--- src/rtl/gpu_pkg.sv ---
// Shared GPU definitions: register width, memory address width and the
// memory-write request record carried from the ALU to the data memory.
package gpu_pkg;

    localparam int REG_WIDTH      = 32;
    localparam int MEM_ADDR_WIDTH = 16;

    typedef struct packed {
        logic [MEM_ADDR_WIDTH-1:0] addr;
        logic [REG_WIDTH-1:0]      data;
    } mem_write_req_s;

endpackage

--- src/rtl/write_buf_match.sv ---
// Youngest-match search over the write buffer entries: walks from the oldest
// entry (rd_ptr) forward so the last valid match found is the youngest store.
module write_buf_match
    import gpu_pkg::*;
#(
    parameter int addr_width = MEM_ADDR_WIDTH,
    parameter int width      = REG_WIDTH,
    parameter int depth      = 4
) (
    input  logic [depth-1:0][addr_width-1:0] entry_addr,
    input  logic [depth-1:0][width-1:0]      entry_data,
    input  logic [depth-1:0]                 entry_valid,
    input  logic [$clog2(depth)-1:0]         rd_ptr,
    input  logic [addr_width-1:0]            lookup_addr,
    output logic                             hit,
    output logic [width-1:0]                 hit_data
);

    localparam int ptr_width = $clog2(depth);

    logic [depth-1:0]     match;
    logic [ptr_width-1:0] idx;

    generate
        for (genvar gi = 0; gi < depth; gi++) begin : g_match
            assign match[gi] = entry_valid[gi] && (entry_addr[gi] == lookup_addr);
        end
    endgenerate

    // Valid entries are contiguous from rd_ptr, so later hits are younger.
    always_comb begin
        hit      = 1'b0;
        hit_data = '0;
        idx      = rd_ptr;
        for (int k = 0; k < depth; k++) begin
            idx = rd_ptr + k[ptr_width-1:0];
            if (match[idx]) begin
                hit      = 1'b1;
                hit_data = entry_data[idx];
            end
        end
    end

endmodule

--- src/rtl/mem_write_buffer.sv ---
// In-order store buffer between the ALU write channel and data memory, with a
// registered lookup port that forwards data from stores not yet committed.
module mem_write_buffer
    import gpu_pkg::*;
#(
    parameter int mem_addr_width = MEM_ADDR_WIDTH,
    parameter int width          = REG_WIDTH,
    parameter int depth          = 4
) (
    input  logic                        clk_i,
    input  logic                        reset_i,
    input  logic                        w_valid_i,
    input  logic [mem_addr_width-1:0]   w_addr_i,
    input  logic [width-1:0]            w_data_i,
    output logic                        w_ready_o,
    output logic                        mem_we_o,
    output logic [mem_addr_width-1:0]   mem_addr_o,
    output logic [width-1:0]            mem_data_o,
    input  logic                        mem_ready_i,
    input  logic                        r_valid_i,
    input  logic [mem_addr_width-1:0]   r_addr_i,
    output logic                        r_hit_o,
    output logic [width-1:0]            r_data_o,
    output logic [$clog2(depth):0]      count_o,
    output logic                        empty_o
);

    localparam int ptr_width = $clog2(depth);
    localparam int cnt_width = ptr_width + 1;
    localparam logic [cnt_width-1:0] full_count = cnt_width'(depth);

    logic [depth-1:0][mem_addr_width-1:0] addr_mem;
    logic [depth-1:0][width-1:0]          data_mem;

    logic [depth-1:0]     valid_reg, valid_next;
    logic [ptr_width-1:0] rd_ptr_reg, rd_ptr_next;
    logic [ptr_width-1:0] wr_ptr_reg, wr_ptr_next;
    logic [cnt_width-1:0] count_reg, count_next;
    logic                 r_hit_reg, r_hit_next;
    logic [width-1:0]     r_data_reg, r_data_next;

    logic             push;
    logic             pop;
    logic             match_hit;
    logic [width-1:0] match_data;

    assign w_ready_o  = (count_reg != full_count);
    assign mem_we_o   = (count_reg != '0);
    assign empty_o    = (count_reg == '0);
    assign count_o    = count_reg;
    assign mem_addr_o = addr_mem[rd_ptr_reg];
    assign mem_data_o = data_mem[rd_ptr_reg];
    assign r_hit_o    = r_hit_reg;
    assign r_data_o   = r_data_reg;

    assign push = w_valid_i && w_ready_o;
    assign pop  = mem_we_o && mem_ready_i;

    write_buf_match #(
        .addr_width (mem_addr_width),
        .width      (width),
        .depth      (depth)
    ) u_match (
        .entry_addr  (addr_mem),
        .entry_data  (data_mem),
        .entry_valid (valid_reg),
        .rd_ptr      (rd_ptr_reg),
        .lookup_addr (r_addr_i),
        .hit         (match_hit),
        .hit_data    (match_data)
    );

    always_comb begin
        rd_ptr_next = rd_ptr_reg;
        wr_ptr_next = wr_ptr_reg;
        count_next  = count_reg;
        valid_next  = valid_reg;
        r_hit_next  = 1'b0;
        r_data_next = r_data_reg;

        if (pop) begin
            rd_ptr_next            = rd_ptr_reg + ptr_width'(1);
            valid_next[rd_ptr_reg] = 1'b0;
        end
        if (push) begin
            wr_ptr_next            = wr_ptr_reg + ptr_width'(1);
            valid_next[wr_ptr_reg] = 1'b1;
        end
        if (push && !pop) begin
            count_next = count_reg + cnt_width'(1);
        end else if (pop && !push) begin
            count_next = count_reg - cnt_width'(1);
        end

        // The store arriving this cycle is younger than anything already held.
        if (r_valid_i) begin
            if (push && (w_addr_i == r_addr_i)) begin
                r_hit_next  = 1'b1;
                r_data_next = w_data_i;
            end else if (match_hit) begin
                r_hit_next  = 1'b1;
                r_data_next = match_data;
            end
        end
    end

    always_ff @(posedge clk_i) begin
        if (reset_i) begin
            rd_ptr_reg <= '0;
            wr_ptr_reg <= '0;
            count_reg  <= '0;
            valid_reg  <= '0;
            r_hit_reg  <= 1'b0;
            r_data_reg <= '0;
        end else begin
            rd_ptr_reg <= rd_ptr_next;
            wr_ptr_reg <= wr_ptr_next;
            count_reg  <= count_next;
            valid_reg  <= valid_next;
            r_hit_reg  <= r_hit_next;
            r_data_reg <= r_data_next;
        end
    end

    // Entry payloads need no reset; the valid bits and count gate their use.
    always_ff @(posedge clk_i) begin
        if (push) begin
            addr_mem[wr_ptr_reg] <= w_addr_i;
            data_mem[wr_ptr_reg] <= w_data_i;
        end
    end

endmodule

--- config.mk ---
export PLATFORM = sky130hd
export DESIGN_NAME = mem_write_buffer
export DESIGN_NICKNAME = d
export VERILOG_FILES = /design/src/rtl/gpu_pkg.sv /design/src/rtl/write_buf_match.sv /design/src/rtl/mem_write_buffer.sv
export SDC_FILE = /design/constraint.sdc
export NUM_CORES = 1
export LEC_CHECK = 0
export CAP_MARGIN = 10
export CELL_PAD_IN_SITES_DETAIL_PLACEMENT = 0
export CELL_PAD_IN_SITES_GLOBAL_PLACEMENT = 1
export CORE_UTILIZATION = 47
export DETAILED_ROUTE_END_ITERATION = 7
export GPL_TIMING_DRIVEN = 0
export PLACE_DENSITY = 0.84
export SETUP_SLACK_MARGIN = 0.5
export SKIP_CTS_REPAIR_TIMING = 1
export SYNTH_ARGS = -nofsm -noshare
export SYNTH_HDL_FRONTEND = slang
export SYNTH_SLANG_ARGS = --single-unit
--- constraint.sdc ---
create_clock -name clk_i -period 3.4 [get_ports clk_i]
set_input_delay 0.68 -clock clk_i [delete_from_list [all_inputs] [get_ports clk_i]]
set_output_delay 0.68 -clock clk_i [all_outputs]
set_load 0.01 [all_outputs]
Yosys cells after proc, flatten, opt, wreduce, memory -nomap -nowiden
Index checks and enable logic that the tools add are counted.
Storage, ports and cells
  flip-flop bits (word level): 236
  logic and storage cells: 100
Operators by class
  add/sub/neg operators: 6
  magnitude comparators: 7
  equality and inequality tests: 6
  mux-type cells: 44
  bitwise logic cells: 4
  reductions and logical operators: 19
Operators by type and width (number)
  two-way mux 32 bit: 11
  binary-select mux 32 bit (select 2 bit): 4
  bitwise mux 128 bit: 1
  == test 16 bit: 5
  bitwise mux 64 bit: 1
  demux 32 bit (select 2 bit): 1
  binary-select mux 16 bit (select 2 bit): 1
  demux 16 bit (select 2 bit): 1
  two-way mux 16 bit: 2
  < comparator 2 x 3 -> 1 bit (second input constant): 5
  two-way mux 1 bit: 12
  logical AND 1 bit: 11
  binary-select mux 1 bit (select 2 bit): 4
  two-way mux 4 bit: 2
  two-way mux 3 bit: 2
  adder 2 x 1 -> 2 bit (second input constant): 2
  adder 2 bit (second input constant): 2
  bitwise AND 4 bit: 1
  demux 1 bit (select 2 bit): 2
  greater-or-equal comparator 2 x 1 -> 1 bit (second input constant): 2
  NOT 4 bit: 1
  bitwise OR 4 bit: 1
  nonzero test 2 bit: 2
  adder 3 x 1 -> 3 bit (second input constant): 1
  other kinds (8): 9

Depth between registers and ports, before layout
Gate-level depths: netlist of run 1.
  depth in word-level cells: 10
  mapped depth: 12

Modules after synthesis
A second synthesis of run 1 with hierarchy kept.
Unflattened totals
  cell total of the unflattened synthesis: 1143
  area total of the unflattened synthesis: 14455.1 sq um
By module, submodules not included
  mem_write_buffer: times used 1, cells each 547, area each 9942.0 sq um, seq. area each 6646.4 sq um
  write_buf_match: times used 1, cells each 596, area each 4513.1 sq um, seq. area each 0.0 sq um

Worst setup path after synthesis of run 1
No wires, ideal clock.
  path kind: register to output
  start point: register rd_ptr_reg[0]
  end point: output mem_addr_o[10]
  data arrival time: 2.539 ns
  slack: 0.181 ns
  stages on the path, launching flop included: 7
  path buffers: 5
  cell sequence: dfxtp_1 > buf_2 > clkbuf_1 > clkbuf_1 > buf_2 > buf_1 > mux4_2
Between the ends
  word-level cells in the longest chain between the ends: 2
RTL lines
  from (decl): RTL line mem_write_buffer.sv:36  | logic [ptr_width-1:0] rd_ptr_reg, rd_ptr_next;
  from (signal assigned): RTL line mem_write_buffer.sv:116  | rd_ptr_reg <= rd_ptr_next;
  binary-select mux 16 bit (select 2 bit): RTL line mem_write_buffer.sv:51  | assign mem_addr_o = addr_mem[rd_ptr_reg];
  two-way mux 16 bit (implied by the code): RTL line mem_write_buffer.sv:51
  to (decl): RTL line mem_write_buffer.sv:17  | output logic [mem_addr_width-1:0] mem_addr_o,
No other way between the ends. The select of a mux whose other input is x is not followed.

Final worst setup path of run 1
  start point: register addr_mem[61] (netlist name)
  end point: register r_data_reg[19], in the netlist r_data_o[19]
Between the ends
  word-level cells in the longest chain between the ends: 10
  elaborated cells between the ends (all ways): 22
RTL lines
  from (decl): RTL line mem_write_buffer.sv:32  | logic [depth-1:0][mem_addr_width-1:0] addr_mem;
  from (signal, indexed assignment): RTL line mem_write_buffer.sv:128  | addr_mem[wr_ptr_reg] <= w_addr_i;
  == test 16 bit (*): RTL line write_buf_match.sv:26  | assign match[gi] = entry_valid[gi] && (entry_addr[gi] == lookup_addr);
  logical AND 1 bit (*): RTL line write_buf_match.sv:26
  binary-select mux 1 bit (select 2 bit): RTL line write_buf_match.sv:37  | if (match[idx]) begin
  two-way mux 1 bit (implied by the code): RTL line write_buf_match.sv:37
  two-way mux 32 bit / two-way mux 1 bit (equally long branches) (4 in a row): RTL line write_buf_match.sv:37
  two-way mux 32 bit / nonzero test 2 bit (equally long branches)
  two-way mux 32 bit / AND reduction 2 bit (equally long branches)
  to (signal assigned): RTL line mem_write_buffer.sv:121  | r_data_reg <= r_data_next;
  to (decl): RTL line mem_write_buffer.sv:40  | logic [width-1:0] r_data_reg, r_data_next;
Mark *: on every way between the ends. The rest lies on a longest branch, timed or not. The select of a mux whose other input is x is not followed.
A chain may end at the register's enable or synchronous reset.

==> impl_metrics.sql, run 1 <==
INSERT INTO impl_metrics (metric_group, metric, value, unit) VALUES
('drt', 'first_pass_iters', '5', ''),
('power_and_ir_drop', 'power.static_leakage', '6.15', 'nW'),
('synth', 'yosys.area_share.simple', '0.108', ''),
('clocking', 'cts_tree', 'done', ''),
('sta', 'rsz0062_at_grt', 'true', ''),
('min_path', 'path_category_of_the_worst_min_delay_check', 'reg -> reg', ''),
('synth', 'postSynth.asyncResetShare', '0', ''),
('sta', 'setup_tns', '0', 'ns'),
('synth', 'fraction_of_synthesized_area_in_multiplexers', '0.159', ''),
('power_and_ir_drop', 'design_power_total', '11.6', 'mW'),
('worst_setup_path', 'critPathMaxFanout', '6', ''),
('worst_setup_path', 'category_of_the_worst_setup_path_launch_point', 'flop', ''),
('synth', 'yosys.cell_types.count', '64', ''),
('global_route', 'grt_use_met2', '0.485', ''),
('synth', 'postSynthRegisterBits', '236', ''),
('synth', 'post_synth_xor_area_fraction', '0.0546', ''),
('power_and_ir_drop', 'cellPowerDensity', '651', 'nW/µm²'),
('clocking', 'clkTransAtPathRegs', '0.06', 'ns'),
('clocking', 'cts.htree.levels', '1', ''),
('cells_and_area', 'largest_reg_flops', '128', ''),
('floorplanning', 'die_area', '29700', 'µm²'),
('worst_setup_path', 'timing.setup.critical_path_class', 'reg -> reg', ''),
('sta', 'final.period_utilization', '0.886', ''),
('global_route', 'grt_use_met1', '0.395', ''),
('synth', 'dominant_combinational_cell_family_by_area_after_synthesis', 'multiplexers', ''),
('worst_setup_path', 'cp_data_required_time', '3.85', 'ns'),
('floorplanning', 'die_w', '172', 'µm'),
('global_route', 'grt.busiest_layer', 'met2', ''),
('clocking', 'cts-buffers-inserted', '27', ''),
('synth', 'syn_area', '13600', 'µm²'),
('drt', 'num_vias', '10900', ''),
('sta', 'finClkSkew', '0.0316', 'ns'),
('global_route', 'gr-usage-met3', '0.0565', ''),
('power_and_ir_drop', 'worst_supply_voltage_drop_on_vdd', '542', 'µV'),
('sta', 'tmin_final', '3.01', 'ns'),
('cells_and_area', 'multi_input_comb_area', '6860', 'µm²'),
('synth', 'ys.flop_type', 'sky130_fd_sc_hd__edfxtp_1', ''),
('drt', 'drt_drc_violations_left', '0', ''),
('global_route', 'number_of_global_route_vias_before_repair', '10500', ''),
('sta', 'worst_case_headroom_to_the_max_slew_limit', '0.347', ''),
('status', 'status', 'finished clean', ''),
('cells_and_area', 'register_area', '6650', 'µm²'),
('global_route', 'grt_max_degree', '50', ''),
('placement', 'globalplace.congestion', '0.929', ''),
('placement', 'numPortBuffers', '138', ''),
('sta', 'timing.final.max_slew_violations', '0', ''),
('global_route', 'global_route.overflow_total', '0', ''),
('synth', 'synth_area_per_cell', '12.6', 'µm²'),
('floorplanning', 'floorplan.io_pins', '156', ''),
('placement', 'dpl_hpwl', '28.7', 'mm'),
('clocking', 'clock_sink_count', '236', ''),
('cells_and_area', 'fillCellCount', '2116', ''),
('synth', 'ys_seq_area_frac', '0.488', ''),
('drt', 'antenna_violating_nets_post_route', '0', ''),
('worst_setup_path', 'end_kind', 'flop', ''),
('synth', 'synth_fp_nets', '1157', ''),
('synth', 'post-synth-top-area-fraction', '0.423', ''),
('floorplanning', 'fp.dieH', '172', 'µm'),
('floorplanning', 'core-area', '28200', 'µm²'),
('clocking', 'cts_buffer_depth', '3', ''),
('drt', 'wl_per_cell', '26.5', 'µm'),
('worst_setup_path', 'cp_data_arrival_time', '3.46', 'ns'),
('sta', 'setup_viol_count_final', '0', ''),
('floorplanning', 'starting_density', '0.484', ''),
('synth', 'syn-instance-count', '1078', ''),
('cells_and_area', 'area_growth_syn_to_layout', '30.6', '%'),
('cells_and_area', 'numnets_final', '1378', ''),
('cells_and_area', 'drive_gt1_frac', '0.296', ''),
('global_route', 'grt_use_total', '0.295', ''),
('drt', 'drtIter0Drc', '1223', ''),
('drt', 'detail_route.vias_per_cell', '6.41', '');
[worst max-delay path, stage by stage (launching register included)]
cell and delay, ns:
sky130_fd_sc_hd__edfxtp_1 0.43, sky130_fd_sc_hd__xor2_2 0.19, sky130_fd_sc_hd__or4_4 0.56, sky130_fd_sc_hd__nor4_4 0.34
sky130_fd_sc_hd__buf_4 0.19, sky130_fd_sc_hd__a32oi_4 0.08, sky130_fd_sc_hd__mux2_4 0.38, sky130_fd_sc_hd__buf_12 0.17
sky130_fd_sc_hd__nand2_8 0.11, sky130_fd_sc_hd__buf_12 0.14, sky130_fd_sc_hd__a221oi_2 0.04, sky130_fd_sc_hd__o32ai_2 0.25
[path summary, 6_finish.rpt]
check / startpoint / end / slack [ns] / cells after the start
min reg2reg: valid_reg[3] / valid_reg[3] / 0.55 / 2
min: valid_reg[3] / valid_reg[3] / 0.55 / 2
max: addr_mem[61] / r_data_o[19] / 0.39 / 11
max reg2reg: addr_mem[61] / r_data_o[19] / 0.39 / 11
[synth_stat cells (6+ instances only)]
library cell	count
sky130_fd_sc_hd__clkbuf_1	50
sky130_fd_sc_hd__nor3_1	7
sky130_fd_sc_hd__ha_1	9
sky130_fd_sc_hd__o21ai_1	8
sky130_fd_sc_hd__dfxtp_1	44
sky130_fd_sc_hd__xor2_1	33
sky130_fd_sc_hd__o31a_1	12
sky130_fd_sc_hd__a211o_1	12
sky130_fd_sc_hd__nor4_1	18
sky130_fd_sc_hd__buf_2	22
sky130_fd_sc_hd__a21oi_1	41
sky130_fd_sc_hd__mux2i_1	69
sky130_fd_sc_hd__a31oi_1	26
sky130_fd_sc_hd__nand4_1	15
sky130_fd_sc_hd__nand2_1	49
sky130_fd_sc_hd__edfxtp_1	192
sky130_fd_sc_hd__o311ai_0	12
sky130_fd_sc_hd__or3_1	16
sky130_fd_sc_hd__nand3b_1	14
sky130_fd_sc_hd__nand3_1	39
sky130_fd_sc_hd__a211oi_2	16
sky130_fd_sc_hd__inv_1	6
sky130_fd_sc_hd__mux4_2	48
sky130_fd_sc_hd__mux2_2	33
sky130_fd_sc_hd__and2_1	12
sky130_fd_sc_hd__nor2_1	36
sky130_fd_sc_hd__o32ai_2	20
sky130_fd_sc_hd__buf_1	16
sky130_fd_sc_hd__nor2b_1	10
sky130_fd_sc_hd__xnor2_1	52
sky130_fd_sc_hd__buf_6	7
sky130_fd_sc_hd__and3_1	27
sky130_fd_sc_hd__o21ai_0	45
sky130_fd_sc_hd__a221oi_2	20
[where the power goes]
group	internal, mW	switching (mW)
combinational	2.27	2.77
clock	1.71	1.19
sequential	3.45	0.185
total	7.43	4.15
[metrics by stage]
stage	cell area [µm²]	setup WS [ns]	hold WS (ns)	instances	utilization
after floorplan	13700	0.392	0.471	1078	-
after global placement	15600	-1.02	0.508	1594	0.553
after detailed placement	15600	-1.03	0.530	1594	0.554
after CTS	16500	-1.37	0.544	1644	0.585
after global routing	17800	0.317	0.579	1698	0.632
final	17800	0.387	0.546	1699	0.632
[logic make-up (layout without fill, tap and decap cells)]
family	after synthesis	after routing
muxes	152	152
buffers and inverters	107	349
and+or+nand+nor	261	261
xor gates and xnor gates	85	85
adders and majority gates	10	10
DFF	236	236
other	0	1
AOI/OAI and AO/OA	227	227
[placed cells by master (no fill, tap or decap), types with 12 or more instances in the layout]
cell                                n
sky130_fd_sc_hd__a211o_1           12
sky130_fd_sc_hd__a211oi_2          12
sky130_fd_sc_hd__a21oi_1           28
sky130_fd_sc_hd__a21oi_2           13
sky130_fd_sc_hd__a221oi_2          18
sky130_fd_sc_hd__a31oi_1           19
sky130_fd_sc_hd__and2_1            12
sky130_fd_sc_hd__and3_1            23
sky130_fd_sc_hd__buf_12            15
sky130_fd_sc_hd__buf_4             48
sky130_fd_sc_hd__buf_6             19
sky130_fd_sc_hd__clkbuf_1          24
sky130_fd_sc_hd__clkbuf_16         37
sky130_fd_sc_hd__clkbuf_2          27
sky130_fd_sc_hd__clkdlybuf4s50_1   90
sky130_fd_sc_hd__dfxtp_1           42
sky130_fd_sc_hd__dlymetal6s2s_1    32
sky130_fd_sc_hd__edfxtp_1         192
sky130_fd_sc_hd__mux2_2            33
sky130_fd_sc_hd__mux2i_1           54
sky130_fd_sc_hd__mux4_2            48
sky130_fd_sc_hd__nand2_1           49
sky130_fd_sc_hd__nand3_1           39
sky130_fd_sc_hd__nand3b_1          14
sky130_fd_sc_hd__nand4_1           15
sky130_fd_sc_hd__nor2_1            36
sky130_fd_sc_hd__nor4_1            13
sky130_fd_sc_hd__o21ai_0           44
sky130_fd_sc_hd__o311ai_0          12
sky130_fd_sc_hd__o31a_1            12
sky130_fd_sc_hd__o32ai_2           20
sky130_fd_sc_hd__or3_1             16
sky130_fd_sc_hd__xnor2_1           52
sky130_fd_sc_hd__xor2_1            31
[metal layers]
layer	vias to the layer above	part of all wire
li1	4704	-
met2	664	0.47
met3	127	0.096
met1	5389	0.40
met5	-	0.00029
met4	2	0.033
[layout make-up]
type | count | share of cell area
multi-input combinational | 735 | 0.386
tap | 378 | 0.0266
antenna | 1 | 0.000141
inverter | 7 | 0.00162
timing repair buffer | 192 | 0.113
buffer | 100 | 0.0494
sequential | 236 | 0.374
clock inverter | 18 | 0.00978
clock buffer | 32 | 0.0396
Note: power is estimated with default switching activity, not from simulation.
==> run 2: changes to the inputs <==
--- a/config.mk
+++ b/config.mk
@@ -5,13 +5,15 @@
 export SDC_FILE = /design/constraint.sdc
 export NUM_CORES = 1
 export LEC_CHECK = 0
+export ABC_AREA = 1
 export CAP_MARGIN = 10
 export CELL_PAD_IN_SITES_DETAIL_PLACEMENT = 0
 export CELL_PAD_IN_SITES_GLOBAL_PLACEMENT = 1
-export CORE_UTILIZATION = 47
+export CORE_ASPECT_RATIO = 1.1
+export CORE_UTILIZATION = 41
 export DETAILED_ROUTE_END_ITERATION = 7
 export GPL_TIMING_DRIVEN = 0
-export PLACE_DENSITY = 0.84
+export PLACE_DENSITY = 0.81
 export SETUP_SLACK_MARGIN = 0.5
 export SKIP_CTS_REPAIR_TIMING = 1
 export SYNTH_ARGS = -nofsm -noshare
==> run 2 against run 1 <==
  * Highest routed layer unchanged
  * Setup slack improved by 0.14 ns
  * Die area rose by 23%
  * Fmax rose by 4.7%
  * Via count rose by 34%
==> impl_metrics.sql, run 2 <==
INSERT INTO impl_metrics (metric_group, metric, value, unit) VALUES
('synth', 'post-synth-top-area-cell', 'sky130_fd_sc_hd__edfxtp_1', ''),
('cells_and_area', 'registers.top_by_ff_count', 'data_mem', ''),
('synth', 'post-synth-top-area-fraction', '0.392', ''),
('power_and_ir_drop', 'switching_power', '7.87', 'mW'),
('power_and_ir_drop', 'combinationalPowerShare', '0.592', ''),
('floorplanning', 'core-area', '35200', 'µm²'),
('synth', 'synth_edf_count', '192', ''),
('placement', 'globalplace.congestion', '0.967', ''),
('synth', 'synthTopCellsByArea', 'sky130_fd_sc_hd__edfxtp_1, sky130_fd_sc_hd__nand2_1, sky130_fd_sc_hd__o21ai_0', ''),
('worst_setup_path', 'end_kind', 'output port', ''),
('power_and_ir_drop', 'sequential_group_share_of_total_power', '0.226', ''),
('drt', 'drtIter0Drc', '1356', ''),
('drt', 'detail_route.vias_per_cell', '5.43', ''),
('worst_setup_path', 'worst_path_largest_cell_delay', '0.35', 'ns'),
('sta', 'rsz0062_at_grt', 'true', ''),
('global_route', 'grt_max_degree', '49', ''),
('global_route', 'global_route.overflow_total', '0', ''),
('floorplanning', 'floorplan.io_pins', '156', ''),
('flow_run', 'maxCapViolations', '0', ''),
('worst_setup_path', 'critPathMaxFanout', '10', ''),
('drt', 'antenna_violating_nets_post_route', '0', ''),
('worst_setup_path', 'cp_data_arrival_time', '2.20', 'ns'),
('power_and_ir_drop', 'worst_supply_voltage_drop_on_vdd', '463', 'µV'),
('sta', 'final.period_utilization', '0.846', ''),
('clocking', 'clock_insertion_delay_worst_skew', '0.58', 'ns'),
('sta', 'finClkSkew', '0.0138', 'ns'),
('sta', 'setup_tns', '0', 'ns'),
('cells_and_area', 'drive_gt1_frac', '0.142', ''),
('cells_and_area', 'fillCellCount', '3384', ''),
('floorplanning', 'die_area', '36600', 'µm²'),
('power_and_ir_drop', 'cellPowerDensity', '911', 'nW/µm²'),
('drt', 'first_pass_iters', '6', ''),
('clocking', 'cts.htree.levels', '1', ''),
('synth', 'synth_fp_nets', '2054', ''),
('clocking', 'cts_tree', 'done', ''),
('sta', 'report.final.hold_viol_count', '0', ''),
('cells_and_area', 'finish.cell_count_without_fillers', '2682', ''),
('sta', 'timing.final.max_slew_violations', '0', ''),
('placement', 'numPortBuffers', '151', ''),
('synth', 'ys.flop_type', 'sky130_fd_sc_hd__edfxtp_1', ''),
('worst_setup_path', 'timing.setup.critical_path_class', 'reg -> out', ''),
('worst_setup_path', 'critPathMostFrequentCell', 'sky130_fd_sc_hd__buf_6', ''),
('floorplanning', 'fp.dieH', '201', 'µm'),
('cells_and_area', 'largest_reg_flops', '128', ''),
('power_and_ir_drop', 'internal_power', '9.02', 'mW'),
('placement', 'dp_cells', '2608', ''),
('sta', 'worst_case_headroom_to_the_max_slew_limit', '0.288', ''),
('worst_setup_path', 'cp_data_required_time', '2.72', 'ns'),
('worst_setup_path', 'critical_path.top_delay_family', 'buffers and inverters', ''),
('min_path', 'path_category_of_the_worst_min_delay_check', 'reg -> reg', ''),
('worst_setup_path', 'worst_path_max_delay_cell', 'sky130_fd_sc_hd__dfxtp_2', ''),
('synth', 'ys_seq_area_frac', '0.452', ''),
('global_route', 'first_pass_grt_wire_length', '85.4', 'mm'),
('drt', 'routed_wl', '58.6', 'mm'),
('sta', 'tmin_final', '2.88', 'ns'),
('global_route', 'antenna_found_initial', '2', ''),
('synth', 'yosys.cell_count.top_type', 'sky130_fd_sc_hd__nand2_1', ''),
('placement', 'dpl_hpwl', '41.2', 'mm'),
('sta', 'worst_pin_slew', '1.07', 'ns'),
('worst_setup_path', 'cp_num_buf_inv', '5', ''),
('clocking', 'root_buffer', 'sky130_fd_sc_hd__clkbuf_16', ''),
('synth', 'yosysWarningCount', '0', ''),
('floorplanning', 'die_w', '183', 'µm'),
('worst_setup_path', 'category_of_the_worst_setup_path_launch_point', 'flop', ''),
('synth', 'postSynth.asyncResetShare', '0', ''),
('cells_and_area', 'area_growth_syn_to_layout', '26.1', '%'),
('clocking', 'clkTransAtPathRegs', '0.06', 'ns'),
('sta', 'post-route-worst-setup-slack', '0.522', 'ns'),
('cells_and_area', 'finalInstanceArea', '18500', 'µm²'),
('clocking', 'clock_sink_count', '236', ''),
('drt', 'drt_drc_violations_left', '0', ''),
('drt', 'wl_per_cell', '21.8', 'µm'),
('synth', 'synth_area_per_cell', '7.44', 'µm²'),
('placement', 'post-place-ws', '-1.23', 'ns'),
('power_and_ir_drop', 'power.static_leakage', '8.47', 'nW'),
('clocking', 'cts_buffer_depth', '3', ''),
('floorplanning', 'starting_density', '0.417', ''),
('power_and_ir_drop', 'pwr-share-clk', '0.183', ''),
('synth', 'syn-instance-count', '1975', ''),
('status', 'status', 'finished clean', ''),
('global_route', 'number_of_global_route_vias_before_repair', '13900', ''),
('placement', 'dpl_cell_area', '16900', 'µm²'),
('synth', 'yosys.cell_types.count', '43', ''),
('worst_setup_path', 'worstPathCellList', 'buf_6 > inv_1 > buf_6 > buf_4 > nand2_1 > o21ai_0 > o21ai_2 > dlymetal6s2s_1', ''),
('cells_and_area', 'layout_common_cells', 'sky130_fd_sc_hd__nand2_1, sky130_fd_sc_hd__edfxtp_1, sky130_fd_sc_hd__inv_1', ''),
('floorplanning', 'std_cell_rows', '72', ''),
('drt', 'num_vias', '14600', ''),
('synth', 'synth_common_cells', 'sky130_fd_sc_hd__nand2_1, sky130_fd_sc_hd__o21ai_0, sky130_fd_sc_hd__inv_1, sky130_fd_sc_hd__edfxtp_1, sky130_fd_sc_hd__nor2_1', ''),
('synth', 'postSynthRegisterBits', '236', ''),
('cells_and_area', 'layout.cells.most_common', 'sky130_fd_sc_hd__nand2_1', ''),
('clocking', 'cts-buffers-inserted', '28', ''),
('cells_and_area', 'numnets_final', '2257', ''),
('sta', 'setup_viol_count_final', '0', ''),
('power_and_ir_drop', 'sw_frac_of_total', '0.466', ''),
('global_route', 'grt_use_total', '0.316', ''),
('sta', 'maximum_clock_frequency', '0.347', 'GHz'),
('synth', 'syn_area', '14700', 'µm²'),
('sta', 'finalHoldWorstSlack', '0.461', 'ns');
## run 2: changes by cell type after synthesis, moves of 21 or more
cell,previous run,this run
sky130_fd_sc_hd__nand2_1,49,702
sky130_fd_sc_hd__inv_1,6,195
sky130_fd_sc_hd__o21ai_0,45,226
sky130_fd_sc_hd__nor2_1,36,144
sky130_fd_sc_hd__nand3_1,39,99
sky130_fd_sc_hd__mux4_2,48,0
sky130_fd_sc_hd__xnor2_1,52,11
sky130_fd_sc_hd__mux2i_1,69,34
sky130_fd_sc_hd__mux2_2,33,0
sky130_fd_sc_hd__and3_1,27,0
sky130_fd_sc_hd__a31oi_1,26,0
sky130_fd_sc_hd__a21oi_1,41,62
sky130_fd_sc_hd__xor2_1,33,12
## run 2: power by group through the flow
| stage | Clock, mW | Combinational (mW) | Sequential [mW] |
|---|---|---|---|
| 2_1_floorplan | 0 | 5.47 | 3.88 |
| 3_3_place_gp | 0 | 9.07 | 3.86 |
| 3_5_place_dp | 0 | 9.13 | 3.86 |
| 4_1_cts | 3.11 | 9.18 | 3.80 |
| 5_1_grt | 3.21 | 10.8 | 3.85 |
| 6_report | 3.08 | 9.99 | 3.81 |
## run 2: cell families (layout without fill, tap and decap cells)
group / Yosys count / after routing / synth area share
fa+ha+maj: 10 / 10 / 0.00902
other cells: 0 / 1 / 0
flops: 236 / 236 / 0.452
buf+inv: 322 / 547 / 0.0901
mux: 34 / 34 / 0.0231
xor+xnor: 23 / 23 / 0.0137
simple gates: 1002 / 1002 / 0.277
compound gates: 348 / 348 / 0.135
## run 2: final cells by class
| class | instances | area [µm²] | area share |
|---|---|---|---|
| Sequential cell | 236 | 6650 | 0.359 |
| Tap cell | 481 | 602 | 0.0325 |
| Clock inverter | 6 | 32.5 | 0.00175 |
| Timing Repair Buffer | 173 | 1650 | 0.0891 |
| Inverter | 208 | 797 | 0.0430 |
| Buffer | 114 | 967 | 0.0522 |
| Clock buffer | 46 | 915 | 0.0493 |
| Antenna cell | 1 | 2.50 | 0.000135 |
| Multi-Input combinational cell | 1417 | 6920 | 0.373 |
## run 2: per-layer routing
metal,vias up,track usage,wire length [µm]
met5,-,0,12
met4,2,0.175,3260
met3,174,0.0457,4200
met2,676,0.536,28300
met1,6858,0.383,22800
li1,6842,-,-
## run 2: worst paths after layout
| check | from | endpoint | cells past startpoint | slack (ns) |
|---|---|---|---|---|
| worst max-delay path | rd_ptr_reg[0] | mem_data_o[13] | 8 | 0.52 |
| worst min-delay path | r_data_o[27] | r_data_o[27] | 2 | 0.46 |
| worst max register to register | addr_mem[58] | r_data_o[28] | 15 | 0.60 |
| worst min register to register | r_data_o[27] | r_data_o[27] | 2 | 0.46 |
## run 2: stage by stage
stage,power (mW),utilization
floorplan,9.36,-
global placement,12.9,0.478
detailed placement,13.0,0.479
CTS,16.1,0.506
global route,17.9,0.526
finish,16.9,0.526
## run 2: worst reg2reg max path: stages, from the launching register on
cell                       delay [ns]
sky130_fd_sc_hd__edfxtp_1        0.41
sky130_fd_sc_hd__xnor2_1         0.44
sky130_fd_sc_hd__nand3_1         0.13
sky130_fd_sc_hd__nor2_1          0.12
sky130_fd_sc_hd__nand4_1         0.23
sky130_fd_sc_hd__and2_4          0.24
sky130_fd_sc_hd__nand2_1         0.09
sky130_fd_sc_hd__nand2_4         0.11
sky130_fd_sc_hd__inv_2           0.10
sky130_fd_sc_hd__buf_8           0.18
sky130_fd_sc_hd__buf_8           0.18
sky130_fd_sc_hd__o211ai_2        0.10
sky130_fd_sc_hd__nand2_1         0.07
sky130_fd_sc_hd__nand2_1         0.05
sky130_fd_sc_hd__nand2_1         0.11
sky130_fd_sc_hd__a21oi_1         0.08
==> run 3: changes to the inputs <==
==> constraint.sdc (replaced) <==
create_clock -name clk_i -period 2.95 [get_ports clk_i]
set_input_delay 0.59 -clock clk_i [delete_from_list [all_inputs] [get_ports clk_i]]
set_output_delay 0.59 -clock clk_i [all_outputs]
set_load 0.01 [all_outputs]
==> run 3 against run 2 <==
  * Final cell count rose by 1.8%
  * Clock skew fell by 0.00079 ns
  * Sequential power rose by 16%
  * Critical path type unchanged
  * Critical endpoint is now mem_addr_o[1]
  * Largest cell class unchanged
==> impl_metrics.sql, run 3 (same netlist as run 2, synthesis figures left out) <==
INSERT INTO impl_metrics (metric_group, metric, value, unit) VALUES
('sta', 'timing.final.max_slew_violations', '0', ''),
('worst_setup_path', 'critical_path.reg2reg.startpoint', 'rd_ptr_reg[0]', ''),
('worst_setup_path', 'cp_data_required_time', '2.36', 'ns'),
('floorplanning', 'die_area', '36600', 'µm²'),
('global_route', 'first_pass_grt_wire_length', '85.2', 'mm'),
('drt', 'detail_route.vias_per_cell', '5.43', ''),
('cells_and_area', 'drive_gt1_frac', '0.213', ''),
('global_route', 'number_of_global_route_vias_before_repair', '14000', ''),
('placement', 'numPortBuffers', '151', ''),
('clocking', 'clock_sink_count', '236', ''),
('sta', 'tmin_final', '2.76', 'ns'),
('worst_setup_path', 'cp_data_arrival_time', '2.17', 'ns'),
('drt', 'first_pass_iters', '8', ''),
('sta', 'final.period_utilization', '0.936', ''),
('drt', 'drt_drc_violations_left', '0', ''),
('worst_setup_path', 'category_of_the_worst_setup_path_launch_point', 'flop', ''),
('floorplanning', 'floorplan.io_pins', '156', ''),
('clocking', 'root_buffer', 'sky130_fd_sc_hd__clkbuf_16', ''),
('placement', 'dp_cells', '2610', ''),
('sta', 'report.final.hold_viol_count', '0', ''),
('min_path', 'path_category_of_the_worst_min_delay_check', 'reg -> reg', ''),
('global_route', 'grt_use_total', '0.315', ''),
('sta', 'post-route-worst-setup-slack', '0.189', 'ns'),
('floorplanning', 'fp.dieH', '201', 'µm'),
('sta', 'worst_pin_slew', '0.951', 'ns'),
('clocking', 'cts.htree.levels', '1', ''),
('placement', 'globalplace.congestion', '0.960', ''),
('flow_run', 'maxCapViolations', '0', ''),
('worst_setup_path', 'end_kind', 'output port', ''),
('drt', 'antenna_violating_nets_post_route', '0', ''),
('status', 'status', 'finished clean', ''),
('cells_and_area', 'finish.cell_count_without_fillers', '2731', ''),
('sta', 'rsz0062_at_grt', 'true', ''),
('power_and_ir_drop', 'cellPowerDensity', '1050', 'nW/µm²'),
('cells_and_area', 'area_growth_syn_to_layout', '35.6', '%'),
('power_and_ir_drop', 'worst_supply_voltage_drop_on_vdd', '585', 'µV'),
('cells_and_area', 'registers.top_by_ff_count', 'data_mem', ''),
('clocking', 'clkTransAtPathRegs', '0.06', 'ns'),
('global_route', 'grt_max_degree', '49', ''),
('cells_and_area', 'layout_common_cells', 'sky130_fd_sc_hd__nand2_1, sky130_fd_sc_hd__edfxtp_1, sky130_fd_sc_hd__inv_1', ''),
('cells_and_area', 'largest_reg_flops', '128', ''),
('floorplanning', 'die_w', '183', 'µm'),
('clocking', 'cts_tree', 'done', ''),
('global_route', 'global_route.overflow_total', '0', ''),
('placement', 'dpl_hpwl', '41.4', 'mm'),
('worst_setup_path', 'crit_path_start', 'rd_ptr_reg[0]', ''),
('drt', 'num_vias', '14800', ''),
('cells_and_area', 'layout.cells.most_common', 'sky130_fd_sc_hd__nand2_1', ''),
('sta', 'setup_viol_count_final', '0', ''),
('drt', 'drtIter0Drc', '1389', ''),
('sta', 'worst_case_headroom_to_the_max_slew_limit', '0.366', ''),
('cells_and_area', 'numnets_final', '2306', ''),
('drt', 'routed_wl', '60.3', 'mm'),
('sta', 'finClkSkew', '0.0130', 'ns'),
('floorplanning', 'core-area', '35200', 'µm²'),
('clocking', 'clock_insertion_delay_worst_skew', '0.57', 'ns'),
('global_route', 'antenna_found_initial', '3', ''),
('cells_and_area', 'fillCellCount', '3267', ''),
('drt', 'wl_per_cell', '22.1', 'µm'),
('power_and_ir_drop', 'power.static_leakage', '8.91', 'nW'),
('min_path', 'min_from', 'r_data_o[3]', ''),
('sta', 'maximum_clock_frequency', '0.362', 'GHz'),
('worst_setup_path', 'critPathMaxFanout', '7', ''),
('clocking', 'cts-buffers-inserted', '28', ''),
('floorplanning', 'std_cell_rows', '72', ''),
('floorplanning', 'starting_density', '0.417', ''),
('worst_setup_path', 'timing.setup.critical_path_class', 'reg -> out', ''),
('placement', 'post-place-ws', '-0.683', 'ns'),
('clocking', 'cts_buffer_depth', '3', '');
-- run 3: changes by cell type in the layout (fill, tap and decap cells not counted), moves of 15 or more --
cell	previous run	this run
sky130_fd_sc_hd__o21ai_1	49	33
sky130_fd_sc_hd__buf_12	11	32
sky130_fd_sc_hd__clkbuf_2	26	11
sky130_fd_sc_hd__o21ai_2	22	59
sky130_fd_sc_hd__o21ai_0	160	128
sky130_fd_sc_hd__buf_2	28	54
sky130_fd_sc_hd__nand2_1	700	675
sky130_fd_sc_hd__dlymetal6s2s_1	35	20
sky130_fd_sc_hd__buf_4	38	64
-- run 3: cell type report --
class | instances | area [µm²] | share of cell area
multi-input cells | 1417 | 7560 | 0.379
flip-flops and latches | 236 | 6650 | 0.334
repair buffers | 222 | 2200 | 0.110
plain buffers | 114 | 1170 | 0.0589
clock buffers | 45 | 880 | 0.0441
inverters | 208 | 796 | 0.0399
well taps | 481 | 602 | 0.0302
clock inverters | 7 | 65.1 | 0.00326
diodes | 1 | 2.50 | 0.000126
-- run 3: metal layers --
metal | global-route usage | vias to the layer above | routed length (µm)
met4 | 0.170 | 4 | 3410
met2 | 0.544 | 698 | 29500
li1 | - | 6955 | -
met1 | 0.376 | 6997 | 23200
met3 | 0.0435 | 184 | 4120
met5 | 0 | - | 26
-- run 3: stage by stage --
stage / power [mW] / hold slack (ns) / util / instance area (µm²) / TNS [ns]
final: 21.0 / 0.462 / 0.566 / 19900 / 0
after global routing: 22.2 / 0.481 / 0.566 / 19900 / 0
after CTS: 18.7 / 0.465 / 0.510 / 18000 / -62.93
after detailed placement: 15.2 / 0.456 / 0.483 / 17000 / -34.60
after global placement: 15.1 / 0.453 / 0.481 / 17000 / -236.01
after floorplan: 11.0 / 0.435 / - / 14800 / 0
-- run 3: worst paths after layout --
kind,to,slack [ns],cells after the start
max,mem_addr_o[1],0.19,10
max reg2reg,r_data_o[31],0.25,20
min reg2reg,r_data_o[3],0.46,2
min,r_data_o[3],0.46,2
-- run 3: critical path: stages (launching register included) --
cell	delay [ns]
sky130_fd_sc_hd__dfxtp_2	0.34
sky130_fd_sc_hd__buf_8	0.15
sky130_fd_sc_hd__inv_4	0.04
sky130_fd_sc_hd__buf_6	0.13
sky130_fd_sc_hd__buf_12	0.14
sky130_fd_sc_hd__buf_12	0.14
sky130_fd_sc_hd__buf_4	0.13
sky130_fd_sc_hd__o21ai_2	0.14
sky130_fd_sc_hd__a21oi_2	0.05
sky130_fd_sc_hd__a21oi_2	0.16
sky130_fd_sc_hd__buf_2	0.16
-- run 3: power by group --
group / switching [mW] / total (mW) / internal (mW)
Combinational: 7.92 / 13.0 / 5.12
Clock: 1.42 / 3.55 / 2.12
Sequential: 0.285 / 4.41 / 4.13
